`src/rtl/prio_queue_pkg.sv`:
```
// Shared constants for the sorted priority queue: full-queue policies and
// the per-slot next-state selector.
package prio_queue_pkg;

  localparam int FULL_REJECT = 0;
  localparam int FULL_EVICT  = 1;

  typedef enum logic [2:0] {
    SEL_HOLD,
    SEL_LEFT,
    SEL_RIGHT,
    SEL_IN,
    SEL_CLR
  } slot_sel_e;

endpackage

```
`src/rtl/prio_queue_slot.sv`:
```
// One slot of the sorted queue. Record layout is {valid, prio, data}, MSB first.
// The slot decides its own next state from its compare and its neighbours' compares.
module prio_queue_slot
  import prio_queue_pkg::*;
#(
  parameter int DATA_WIDTH = 10,
  parameter int PRIO_WIDTH = 32,
  parameter bit FIRST      = 1'b0,
  parameter int REC_W      = 1 + PRIO_WIDTH + DATA_WIDTH
) (
  input  logic             clk_i,
  input  logic             clr_i,
  input  logic             push_i,
  input  logic             pop_i,
  input  logic [REC_W-1:0] left_i,
  input  logic [REC_W-1:0] right_i,
  input  logic [REC_W-1:0] in_i,
  input  logic             left_ins_i,
  input  logic             right_ins_i,
  output logic             ins_o,
  output logic [REC_W-1:0] rec_o
);

  logic [REC_W-1:0]      rec_q, rec_d;
  logic                  own_valid;
  logic [PRIO_WIDTH-1:0] own_prio, in_prio;
  slot_sel_e             sel;

  assign own_valid = rec_q[REC_W-1];
  assign own_prio  = rec_q[PRIO_WIDTH+DATA_WIDTH-1:DATA_WIDTH];
  assign in_prio   = in_i[PRIO_WIDTH+DATA_WIDTH-1:DATA_WIDTH];

  // Strict compare keeps older entries ahead of equal-priority newcomers.
  assign ins_o = !own_valid || (in_prio > own_prio);

  // With a simultaneous pop the array is viewed shifted up by one, so the
  // left-neighbour compare of that view is this slot's own compare.
  always_comb begin
    sel = SEL_HOLD;
    if (clr_i)
      sel = SEL_CLR;
    else if (push_i && pop_i) begin
      if (ins_o && !FIRST) sel = SEL_HOLD;
      else if (right_ins_i) sel = SEL_IN;
      else                  sel = SEL_RIGHT;
    end else if (push_i) begin
      if (left_ins_i) sel = SEL_LEFT;
      else if (ins_o) sel = SEL_IN;
    end else if (pop_i)
      sel = SEL_RIGHT;
  end

  always_comb begin
    rec_d = rec_q;
    case (sel)
      SEL_LEFT:  rec_d = left_i;
      SEL_RIGHT: rec_d = right_i;
      SEL_IN:    rec_d = in_i;
      SEL_CLR:   rec_d = '0;
      default:   rec_d = rec_q;
    endcase
  end

  always_ff @(posedge clk_i) rec_q <= rec_d;

  assign rec_o = rec_q;

endmodule

```
`src/rtl/prio_queue.sv`:
```
// Sorted priority queue, best entry in slot 0. Handles the handshakes,
// occupancy count, full-queue policy and the registered drop pulse.
module prio_queue
  import prio_queue_pkg::*;
#(
  parameter int DATA_WIDTH = 10,
  parameter int PRIO_WIDTH = 32,
  parameter int TOT_SIZE   = 4,
  parameter int FULL_MODE  = FULL_REJECT
) (
  input  logic                          sink_clk,
  input  logic                          reset,
  input  logic                          sink_valid,
  output logic                          sink_ready,
  input  logic [DATA_WIDTH-1:0]         sink_data,
  input  logic [PRIO_WIDTH-1:0]         sink_prio,
  output logic                          source_valid,
  input  logic                          source_ready,
  output logic [DATA_WIDTH-1:0]         source_data,
  output logic [PRIO_WIDTH-1:0]         source_prio,
  output logic [$clog2(TOT_SIZE+1)-1:0] count,
  output logic                          drop
);

  localparam int CW    = $clog2(TOT_SIZE+1);
  localparam int REC_W = 1 + PRIO_WIDTH + DATA_WIDTH;

  typedef struct packed {
    logic                  valid;
    logic [PRIO_WIDTH-1:0] prio;
    logic [DATA_WIDTH-1:0] data;
  } rec_t;

  // Slots padded with an empty record at each end; ins_ext likewise, with the
  // slot past the end always accepting the newcomer.
  rec_t            ext [TOT_SIZE+2];
  logic [TOT_SIZE+1:0] ins_ext;
  rec_t            in_rec;

  logic [CW-1:0] count_q, count_d;
  logic          drop_q, drop_d;
  logic          full, push_fire, pop_fire, do_push;

  assign ext[0]            = '0;
  assign ext[TOT_SIZE+1]   = '0;
  assign ins_ext[0]        = 1'b0;
  assign ins_ext[TOT_SIZE+1] = 1'b1;
  assign in_rec            = '{valid: 1'b1, prio: sink_prio, data: sink_data};

  for (genvar i = 0; i < TOT_SIZE; i++) begin : g_slot
    prio_queue_slot #(
      .DATA_WIDTH (DATA_WIDTH),
      .PRIO_WIDTH (PRIO_WIDTH),
      .FIRST      (i == 0)
    ) u_slot (
      .clk_i       (sink_clk),
      .clr_i       (reset),
      .push_i      (do_push),
      .pop_i       (pop_fire),
      .left_i      (ext[i]),
      .right_i     (ext[i+2]),
      .in_i        (in_rec),
      .left_ins_i  (ins_ext[i]),
      .right_ins_i (ins_ext[i+2]),
      .ins_o       (ins_ext[i+1]),
      .rec_o       (ext[i+1])
    );
  end

  assign full       = (count_q == CW'(TOT_SIZE));
  assign sink_ready = (FULL_MODE == FULL_EVICT) ? 1'b1 : !full;
  assign push_fire  = sink_valid && sink_ready;
  assign pop_fire   = source_ready && (count_q != '0);

  // Full with no pop: only a strictly better newcomer displaces the tail.
  assign do_push = push_fire && (!full || pop_fire || (sink_prio > ext[TOT_SIZE].prio));
  assign drop_d  = push_fire && full && !pop_fire;

  always_comb begin
    count_d = count_q;
    if (push_fire && !pop_fire && !full) count_d = count_q + 1'b1;
    else if (pop_fire && !push_fire)     count_d = count_q - 1'b1;
  end

  always_ff @(posedge sink_clk) begin
    if (reset) begin
      count_q <= '0;
      drop_q  <= 1'b0;
    end else begin
      count_q <= count_d;
      drop_q  <= drop_d;
    end
  end

  assign count        = count_q;
  assign drop         = drop_q;
  assign source_valid = (count_q != '0);
  assign source_data  = ext[1].data;
  assign source_prio  = ext[1].prio;

endmodule

```
`config.mk`:
```
export PLATFORM = sky130hd
export DESIGN_NAME = prio_queue
export DESIGN_NICKNAME = d
export VERILOG_FILES = /design/src/rtl/prio_queue_pkg.sv /design/src/rtl/prio_queue_slot.sv /design/src/rtl/prio_queue.sv
export SDC_FILE = /design/constraint.sdc
export NUM_CORES = 1
export LEC_CHECK = 0
export BUFFER_PORTS_ARGS = -buffer_cell sky130_fd_sc_hd__clkbuf_2
export CORE_ASPECT_RATIO = 0.9
export CORE_MARGIN = 8
export CORE_UTILIZATION = 30
export CTS_CLUSTER_DIAMETER = 50
export DETAILED_ROUTE_END_ITERATION = 8
export GPL_ROUTABILITY_DRIVEN = 0
export PLACE_DENSITY_LB_ADDON = 0.3
export SKIP_CTS_REPAIR_TIMING = 1
export SLEW_MARGIN = 20
export SYNTH_ARGS = -nofsm -noshare
export SYNTH_HDL_FRONTEND = slang
export SYNTH_SLANG_ARGS = --single-unit
```
`constraint.sdc`:
```
create_clock -name sink_clk -period 6 [get_ports sink_clk]
set_input_delay 0.3 -clock sink_clk [delete_from_list [all_inputs] [get_ports sink_clk]]
set_output_delay 0.3 -clock sink_clk [all_outputs]
set_load 0.005 [all_outputs]
```
==> run_results.csv <==
group,metric,value,unit
clock_network,cts_sinks,176,
clock_network,clock_latency,0.45,ns
setup_path,critPathLaunchType,"flop",
clock_network,root_buffer,"clkbuf_16",
die,dieArea,0.0482,mm²
timing,fin_crit_sh,75.8,%
logic_synthesis,synth_fp_nets,1437,
drt,wl_per_cell,22.7,µm
finish,mostFrequentLayoutCell,"edfxtp_1",
power,vdd_drop_max,0.000310,V
timing,fmax,220,MHz
power,power,6.88,mW
power,p_clk_share,17.2,%
die,start_util,30.5,%
drt,first_pass_iters,5,
timing,tightest_slew,1.06,ns
logic_synthesis,synth_cell_types,59,
setup_path,critical-path-top-delay-family,"simple AND/OR/NAND/NOR gates",
placed_design,place_inst,1794,
logic_synthesis,synth_area_leader_cell,"edfxtp_1",
power,power.density,499,mW/mm²
logic_synthesis,yosysWarnings,0,
drt,num_vias,10200,
finish,final_cells,1826,
min_path,hold_class,"input pin to flop",
logic_synthesis,seq_area_frac_synth,42.2,%
global_route,grt_pass1_vias,10000,
clock_network,numCtsBuffers,17,
setup_path,crit_buf_inv,2,
finish,nNetsFinal,1448,
clock_network,clockBufferDepth,2,
timing,post-route-min-period,4.55,ns
power,p_int,3.89,mW
logic_synthesis,synth-seq-cells,176,
global_route,grt_util_all_layers,16.8,%
power,power.leakage,5.41,nW
global_route,antenna_found_initial,1,
die,num_io_pins,94,
drt,wl,41500,µm
clock_network,path_clk_slew,0.08,ns
outcome,status,"finished clean",
logic_synthesis,ys_async_sr_fraction,0,%
finish,utilization,33.8,%
die,die_width,230,µm
global_route,overflow,0,
setup_path,critPathKind,"flop to flop",
logic_synthesis,synth_ff_type,"edfxtp_1",
setup_path,crit_required,6.13,ns
power,power_frac_comb,45.9,%
global_route,grt_pass1_wl,63000,µm
placed_design,port_buffers,93,
clock_network,cts_tree,"done",
setup_path,crit_chain,"inv_1, ha_1, nand4_1, nor4_1, and4_1, a21oi_1, o21ai_1, mux2_2, or4_2, buf_4",
power,p_sw_share,43.4,%
finish,diodes,0,
setup_path,cpMaxStageDelayCell,"or4_2",
timing,final_hold_viol_count,0,
placed_design,post-dp-hpwl,27500,µm
power,p_sw,2.99,mW
timing,finalSetupTns,0,ns
logic_synthesis,yosys-top-cells-area,"edfxtp_1 (42%), ha_1 (13%), inv_1 (3.9%)",
setup_path,cp_data_arrival_time,4.68,ns
die,die_h,209,µm
die,core.rowCount,70,
logic_synthesis,synth-edff-count,172,
timing,skew,0.0174,ns
setup_path,max_stage_delay,1.00,ns
drt,route.detailed.drc,0,
logic_synthesis,synth_area_per_cell,9.84,µm²
timing,whs,0.189,ns
setup_path,worstPathMaxFanout,26,
logic_synthesis,syn_inst,1262,
drt,drt_iter0_drc,846,
logic_synthesis,synthesis.area,0.0124,mm²
die,core,0.0407,mm²
finish,drive_above_1_share,13.4,%
drt,route.antenna.remaining_nets,0,
drt,viasPerCell,5.58,
setup_path,cp-end-kind,"flop",
timing,slew-limit-headroom,28.1,%
finish,area_growth,10.9,%
finish,final_cell_mix,"edfxtp_1 (172), inv_1 (129), ha_1 (128)",
clock_network,cts_htree_levels,4,
timing,slew_violations,0,
power,power_frac_seq,36.8,%
timing,setup_viol_count_final,0,
run,max_cap_viol_count,0,
logic_synthesis,yosys.area.top_type_share,41.6,%
global_route,grt_max_degree,87,
timing,rsz0062_at_grt,"no",
[final timing paths]
check / start / to / slack, ns / depth (start not counted)
max reg2reg: g_slot[1].u_slot.rec_o[25]$_DFFE_PP_ / g_slot[1].u_slot.rec_o[34]$_DFFE_PP_ / 1.45 / 10
min: sink_data[4] / g_slot[3].u_slot.rec_o[4]$_DFFE_PP_ / 0.19 / 2
max: g_slot[1].u_slot.rec_o[25]$_DFFE_PP_ / g_slot[1].u_slot.rec_o[34]$_DFFE_PP_ / 1.45 / 10
min reg2reg: count[1]$_SDFFE_PP0P_ / count[1]$_SDFFE_PP0P_ / 0.55 / 2
[cell usage after synthesis, types with 5 or more instances]
cell      count
clkbuf_1     51
a21oi_1      56
a22o_1       42
a211oi_1     14
and4_1        6
a221oi_1     34
nor2_1      112
buf_2        23
nand3_1      62
or3_1         5
o21ai_0      95
nand2b_1      5
nand4_1      24
a221o_1       6
edfxtp_1    172
inv_1       129
nor3_1       10
a311oi_1     39
mux2i_1      43
ha_1        128
buf_4        43
a21o_1       10
nand2_1      39
a31oi_1      43
[per-layer routing]
layer  vias up  GRT usage [%]  part of all wire [%]
met5         -              0                 0.034
met1      4974           23.1                    46
li1       4753              -                     -
met3        54           3.36                   7.1
met2       413           26.5                    45
met4         2           4.80                   1.8
[kinds of logic (layout without fill, tap and decap cells)]
logic type	count (synthesis)	after routing	share of synthesized area, %
flip-flops	176	176	42.2
AO/OA/AOI/OAI	369	369	20.4
multiplexers	45	45	3.65
AND/OR/NAND/NOR	286	286	11.0
other	1	1	0.0302
adder cells (fa/ha/maj)	129	129	13.1
buffers and inverters	254	278	9.45
XOR/XNOR	2	2	0.141
[flip-flops by register name, indices dropped and copies added, names as in the netlist]
| register | flops |
|---|---|
| count | 3 |
| g_slot.u_slot.rec_o | 172 |
| drop | 1 |
[power groups by stage]
stage | Combinational (mW) | Clock [mW] | Sequential (mW)
2_1_floorplan | 2.24 | 0 | 2.40
3_3_place_gp | 3.09 | 0 | 2.55
3_5_place_dp | 3.13 | 0 | 2.55
4_1_cts | 3.15 | 1.21 | 2.53
5_1_grt | 3.51 | 1.24 | 2.61
6_report | 3.16 | 1.18 | 2.53
[worst reg2reg max path, stage by stage (launching register included)]
cell and delay [ns]:
edfxtp_1 0.40, inv_1 0.06, ha_1 0.31, nand4_1 0.21, nor4_1 0.55, and4_1 0.32, a21oi_1 0.10, o21ai_1 0.35
mux2_2 0.51, or4_2 1.00, buf_4 0.40
[final cells by class]
class / instances / area [µm²]
well taps: 540 / 676
clock inverters: 15 / 191
multi-input cells: 832 / 6070
repair buffers: 116 / 678
flip-flops and latches: 176 / 5250
inverters: 130 / 488
fillers: 4166 / 27000
clock buffers: 17 / 425
[stage by stage]
step	instance area (µm²)	setup slack (ns)
2_1_floorplan	12400	0.881
5_1_grt	13800	1.33
6_report	13800	1.45
4_1_cts	13800	1.46
3_5_place_dp	13200	1.40
3_3_place_gp	13200	1.47
No activity file was read; power rests on OpenSTA's default activity.
